$ cat config.mk
export PLATFORM = sky130hd
export DESIGN_NAME = mash_freq_sequencer
export DESIGN_NICKNAME = d
export VERILOG_FILES = /design/src/rtl/mash_pkg.sv /design/src/rtl/mash_hop_table.sv /design/src/rtl/mash_freq_sequencer.sv
export SDC_FILE = /design/constraint.sdc
export NUM_CORES = 1
export LEC_CHECK = 0
export BUFFER_PORTS_ARGS = -buffer_cell sky130_fd_sc_hd__buf_4
export CAP_MARGIN = 30
export CORE_MARGIN = 5
export CORE_UTILIZATION = 50
export CTS_BUF_LIST = sky130_fd_sc_hd__clkbuf_8 sky130_fd_sc_hd__clkbuf_16
export CTS_CLUSTER_DIAMETER = 50
export CTS_CLUSTER_SIZE = 8
export DETAILED_ROUTE_END_ITERATION = 12
export PLACE_DENSITY = 0.67
export SLEW_MARGIN = 0
export SYNTH_ARGS = -nofsm -noshare
export SYNTH_HDL_FRONTEND = slang
export SYNTH_SLANG_ARGS = --single-unit
$ cat constraint.sdc
create_clock -name clk -period 4.5 [get_ports clk]
set_input_delay 0 -clock clk [delete_from_list [all_inputs] [get_ports clk]]
set_output_delay 0 -clock clk [all_outputs]
set_load 0.01 [all_outputs]
$ cat src/rtl/mash_pkg.sv
// Shared definitions for the MASH 1-1-1 frequency-hop sequencer:
// word widths, hop-table entry layout, FSM states and dither LFSR constants.
package mash_pkg;

    localparam int MASH_INT_W   = 4;
    localparam int MASH_FRAC_W  = 16;
    localparam int MASH_DWELL_W = 16;

    // One hop: integer and fractional divider words plus dwell time in cycles
    typedef struct packed {
        logic [MASH_INT_W-1:0]   int_word;
        logic [MASH_FRAC_W-1:0]  frac_word;
        logic [MASH_DWELL_W-1:0] dwell;
    } hop_entry_t;

    typedef enum logic [1:0] {
        IDLE  = 2'd0,
        LOAD  = 2'd1,
        DWELL = 2'd2,
        DONE  = 2'd3
    } seq_state_t;

    // x^16 + x^14 + x^13 + x^11 + 1, right-shifting Fibonacci form:
    // feedback taken from bits 0, 2, 3 and 5
    localparam logic [15:0] LFSR_SEED = 16'hACE1;
    localparam logic [15:0] LFSR_TAPS = 16'h002D;

    function automatic logic [15:0] lfsr_step(input logic [15:0] s);
        return {^(s & LFSR_TAPS), s[15:1]};
    endfunction

endpackage

$ cat src/rtl/mash_hop_table.sv
// Hop table register file: one synchronous write port, one combinational
// read port. A read and write to the same entry in one cycle returns the
// old contents. Contents are intentionally not reset.
module mash_hop_table
    import mash_pkg::*;
#(
    parameter int DEPTH = 8,
    parameter int AW    = 3
) (
    input  logic          clk,
    input  logic          we,
    input  logic [AW-1:0] waddr,
    input  hop_entry_t    wdata,
    input  logic [AW-1:0] raddr,
    output hop_entry_t    rdata
);

    hop_entry_t mem [DEPTH];

    // Table write port
    always_ff @(posedge clk) begin
        if (we) begin
            mem[waddr] <= wdata;
        end
    end

    assign rdata = mem[raddr];

endmodule

$ cat src/rtl/mash_freq_sequencer.sv
// Frequency-hop controller for the MASH 1-1-1 fractional-N core.
// Steps through a table of {int, frac, dwell} words under start/stop control,
// drives the core inputs and clears the core at the start of each sequence.
// Optional build macro MASH_SEQ_DITHER_EN: dithers mash_in_f[0] with a 16-bit
// LFSR seeded with 16'hACE1 at reset and at each start.
module mash_freq_sequencer
    import mash_pkg::*;
#(
    parameter int DEPTH   = 8,
    parameter int AW      = 3,
    parameter int INT_W   = MASH_INT_W,
    parameter int FRAC_W  = MASH_FRAC_W,
    parameter int DWELL_W = MASH_DWELL_W
) (
    input  logic               clk,
    input  logic               rst,
    input  logic               cfg_we,
    input  logic [AW-1:0]      cfg_addr,
    input  logic [INT_W-1:0]   cfg_int,
    input  logic [FRAC_W-1:0]  cfg_frac,
    input  logic [DWELL_W-1:0] cfg_dwell,
    input  logic [AW-1:0]      last_idx,
    input  logic               loop_en,
    input  logic               start,
    input  logic               stop,
    output logic               busy,
    output logic               done,
    output logic               hop_strb,
    output logic [AW-1:0]      cur_idx,
    output logic [INT_W-1:0]   mash_in_i,
    output logic [FRAC_W-1:0]  mash_in_f,
    output logic               mash_clr_n
);

    localparam logic [AW-1:0] MAX_IDX = AW'(DEPTH - 1);

    seq_state_t         state;
    logic [AW-1:0]      idx;
    logic [AW-1:0]      last_c;
    logic [AW-1:0]      load_idx;
    logic               load_go;
    logic [DWELL_W-1:0] cnt;
    logic [FRAC_W-1:0]  frac_q;
    hop_entry_t         wentry;
    hop_entry_t         rentry;

    assign wentry.int_word  = cfg_int;
    assign wentry.frac_word = cfg_frac;
    assign wentry.dwell     = cfg_dwell;

    mash_hop_table #(
        .DEPTH (DEPTH),
        .AW    (AW)
    ) u_table (
        .clk   (clk),
        .we    (cfg_we),
        .waddr (cfg_addr),
        .wdata (wentry),
        .raddr (load_idx),
        .rdata (rentry)
    );

    assign last_c = (last_idx > MAX_IDX) ? MAX_IDX : last_idx;

    // Decide whether a new word is fetched this cycle and from which entry
    always_comb begin
        load_go  = 1'b0;
        load_idx = '0;
        case (state)
            IDLE: begin
                if (start && !stop) begin
                    load_go = 1'b1;
                end
            end
            DWELL: begin
                if (!stop && cnt <= DWELL_W'(1)) begin
                    if (idx < last_c) begin
                        load_go  = 1'b1;
                        load_idx = idx + 1'b1;
                    end else if (loop_en) begin
                        load_go = 1'b1;
                    end
                end
            end
            default: ;
        endcase
    end

    // Sequencer FSM: new words are registered as the FSM enters LOAD, so
    // hop_strb and the word appear together during the LOAD cycle
    always_ff @(posedge clk) begin
        if (rst) begin
            state      <= IDLE;
            idx        <= '0;
            cnt        <= '0;
            busy       <= 1'b0;
            done       <= 1'b0;
            hop_strb   <= 1'b0;
            cur_idx    <= '0;
            mash_in_i  <= '0;
            frac_q     <= '0;
            mash_clr_n <= 1'b0;
        end else begin
            hop_strb   <= 1'b0;
            done       <= 1'b0;
            mash_clr_n <= 1'b1;
            if (load_go) begin
                state     <= LOAD;
                busy      <= 1'b1;
                idx       <= load_idx;
                cur_idx   <= load_idx;
                mash_in_i <= rentry.int_word;
                frac_q    <= rentry.frac_word;
                cnt       <= (rentry.dwell == '0) ? DWELL_W'(1) : rentry.dwell;
                hop_strb  <= 1'b1;
                // Core clear only on a fresh start, never on a loop wrap
                if (state == IDLE) begin
                    mash_clr_n <= 1'b0;
                end
            end else begin
                case (state)
                    IDLE: ;
                    LOAD: begin
                        if (stop) begin
                            state <= IDLE;
                            busy  <= 1'b0;
                        end else begin
                            state <= DWELL;
                        end
                    end
                    DWELL: begin
                        if (stop) begin
                            state <= IDLE;
                            busy  <= 1'b0;
                        end else if (cnt <= DWELL_W'(1)) begin
                            state <= DONE;
                            busy  <= 1'b0;
                        end else begin
                            cnt <= cnt - 1'b1;
                        end
                    end
                    DONE: begin
                        state <= IDLE;
                        done  <= !stop;
                    end
                    default: state <= IDLE;
                endcase
            end
        end
    end

`ifdef MASH_SEQ_DITHER_EN
    logic [15:0] lfsr;
    logic        dith_on;

    // Dither LFSR: free-running, reseeded on each accepted start; dithering
    // begins with the first applied word so reset outputs stay at zero
    always_ff @(posedge clk) begin
        if (rst) begin
            lfsr    <= LFSR_SEED;
            dith_on <= 1'b0;
        end else if (load_go && state == IDLE) begin
            lfsr    <= LFSR_SEED;
            dith_on <= 1'b1;
        end else begin
            lfsr    <= lfsr_step(lfsr);
        end
    end

    assign mash_in_f = {frac_q[FRAC_W-1:1], frac_q[0] ^ (lfsr[0] & dith_on)};
`else
    assign mash_in_f = frac_q;
`endif

endmodule

==> reports/results.txt <==
Status - complete, no violations
Maxcap violations - 0
Cell Int Power - 5700 uW
Flop and latch count out of synthesis - 333
Final min period - 3.906 ns
Chip height - 172.6 um
Core ar. - 26060 um2
Mapped Nets - 874
DR iter-0 viols - 590
Reg2Reg Setup Slack - 0.59 ns
Post-Synthesis Cells - 816
Sequential share of power - 48.5%
Worst path bufs/invs - 1
Initial Util - 50.74%
Worst-path cell chain - or4_1 > nor2_2 > nand4_1 > buf_4 > a2111oi_0 > o22ai_1 > nor4_1 > a31o_1
Met2 Resource Use GR - 31.47%
Mapped Area - 13220 um2
Final Max Tran Viols - 0
Asr flop ratio synth - 0%
Hpwl dp - 16.27 mm
Top delay family on crit path - simple AND/OR/NAND/NOR gates
Area share of the leading cell type in the synthesized netlist - 65.41%
Post-Place Worst Slack - 0.8429 ns
Worst-path clk slew - 0.05 ns
Synth unique cells - 58
Post-synth EDFFs - 288
Hold Path Class - in -> reg
Total number of vias - 7763
Detail Route Antenna Nets - 0
Worst setup EP type - flip-flop
Synth Warn # - 0
TritonCTS clock tree - done
Slew @ Worst Pin - 0.7405 ns
Min Hold Slack - 0.05241 ns
Remaining Overflow, GRT - 0
Combinational power share - 8.2%
Root Driver - clkbuf_16
Worst path depth - 8
Fin Setup TNS - 0 ns
Max Fanout on Critical Path - 12
Psw - 1698 uW
Buffers added on ports - 74
Rel. slew slack - 49.36%
Ratio of cells with drive above 1 in the final layout - 21.54%
Hold Crit Start - start
Final worst path period share - 86.80%
Hold path depth - 4
Vias in the first global route - 7969
Longest Clk Path Bufs - 3
Setup Fix Bufs, Post-CTS - 0
RSZ-0062 raised after global routing - no
CTS Sinks - 333
Most instantiated cells after synthesis - 288 x edfxtp_1, 55 x o21ai_0, 49 x nand2_1
Synth Area per Inst - 16.20 um2
Worst Path Arrival - 4.38 ns
R2R cell count - 8
CP max stage delay - 0.67 ns
Top_reg_cell synth - edfxtp_1
Num CTS Buffers - 48
All-Layer GR Usage - 19.25%
# diodes - 0
DR vias/cell - 5.824
Design area - 16080 um2
Resize count post-CTS - 0
# rows - 59
Seq/Total Area, Yosys - 72.22%
Initial antenna violation count - 2
WL final - 28.79 mm
Peak VDD IR - 0.0003742 V
Residual DRC count - 0
Layer with the highest usage - met2
Largest cells by area after synthesis - edfxtp_1 65%, mux4_2 7.2%, dfxtp_1 6.8%
Final core occ - 61.71%
Startpoint Class - flip-flop
Clock Power Share - 43.3%
Nets@finish - 1019
Worst Setup Path Type - reg -> reg
Pin count of the biggest net entering global routing - 44
Ports - 75
Top-count cell post-synth - edfxtp_1
First-pass GRT wire length - 45.35 mm
GPL Wtd Cong - 0.8517
H-Tree Depth - 2
WL/cell - 21.60 um
Endpoints failing setup - 0
DR pass1 iterations - 6
Final setup margin - 0.5941 ns
M1 GR Usage - 26.32%
Dpl cell area - 14240 um2
Skew final - 0.03121 ns
Worst-skew pair later-pin latency - 0.55 ns
Total Die Area - 29790 um2
GR Util met3 - 3.515%
Post-synth top area cell - edfxtp_1
Required time worst endpoint - 4.97 ns
Chip width - 172.6 um
Slowest cell on the critical path - or4_1
R2R Path End - cnt[0]
Fmax - 256.0 MHz
Reg-to-Reg Start - cnt[6]
Cell Pwr Density - 460.1 nW/um2
Hold EP - mash_clr_n
P&R area growth vs syn - 21.62%
Hold Violations, Final - 0
Sw frac - 22.95%
Leak pwr - 0.005493 uW
==> cell type report <==
| type | count | area [um2] |
|---|---|---|
| clock buffers | 49 | 1215 |
| clock inverters | 38 | 201.4 |
| fillers | 1943 | 9978 |
| inverters | 16 | 60.06 |
| multi-input cells | 420 | 3406 |
| flip-flops and latches | 333 | 9550 |
| well taps | 335 | 419.2 |
| repair buffers | 142 | 1229 |
==> worst max-delay path by stage <==
| stage | from | endpoint |
|---|---|---|
| CTS | cnt[6] | cnt[0] |
| detailed placement | cnt[2] | mash_in_f[10] |
| global route | cnt[6] | cnt[0] |
| finish | cnt[6] | cnt[0] |
| floorplan | cfg_addr[2] | u_table.mem[0][0] |
| global placement | cnt[6] | cnt[0] |
==> logic make-up after synthesis <==
kind of cell,count (synthesis),share of synthesized area [%]
AO/OA/AOI/OAI,176,8.545
XOR/XNOR,12,0.7949
adder cells (fa/ha/maj),10,0.9463
buffers and inverters,63,2.621
flip-flops,333,72.22
multiplexers,72,9.435
AND/OR/NAND/NOR,150,5.432
==> power groups by stage <==
| stage | registers [uW] | logic (uW) | clock network [uW] |
|---|---|---|---|
| 2_1_floorplan | 3630 | 335 | 0 |
| 3_3_place_gp | 3640 | 563 | 0 |
| 3_5_place_dp | 3640 | 572 | 0 |
| 4_1_cts | 3590 | 606 | 3260 |
| 5_1_grt | 3600 | 669 | 3410 |
| 6_report | 3590 | 604 | 3200 |
==> worst min-delay path, cell delays in order <==
cell and delay, ns:
buf_4 0.11, nand2_1 0.11, a21oi_4 0.17, a21oi_1 0.15
==> per-stage QoR <==
step,cells,total power [uW]
finish,1333,7398
global route,1333,7675
floorplan,816,3969
detailed placement,1204,4215
global placement,1202,4202
CTS,1333,7457
==> registers in the layout, indices dropped and copies added, names as in the netlist <==
signal       flops
hop_strb         1
mash_in_i        4
done             1
state            2
busy             1
cnt             16
mash_in_f       16
u_table.mem    288
idx              3
mash_clr_n       1
==> layer usage <==
metal	vias up	part of all wire (%)
li1	3543	-
met1	3881	42
met2	272	49
met3	63	6.6
met4	4	2.7
met5	-	0.049
==> cell usage in the layout (no fill, tap or decap), drive strengths merged, types with 18 or more instances in the layout <==
| master | instances |
|---|---|
| buf | 100 |
| nor2 | 38 |
| edfxtp | 288 |
| mux2i | 29 |
| clkbuf | 49 |
| a21oi | 22 |
| nand3 | 18 |
| dfxtp | 45 |
| inv | 50 |
| nand2 | 49 |
| o21ai | 58 |
| dlygate4sd3 | 42 |
| mux4 | 42 |
| a31oi | 30 |
==> what timing repair did <==
item	4_1_cts	5_1_grt
endpoints found under the hold margin	313	0
hold buffers	42	0
setup endpoints to repair	0	0
Power figures use the tool's default switching activity.
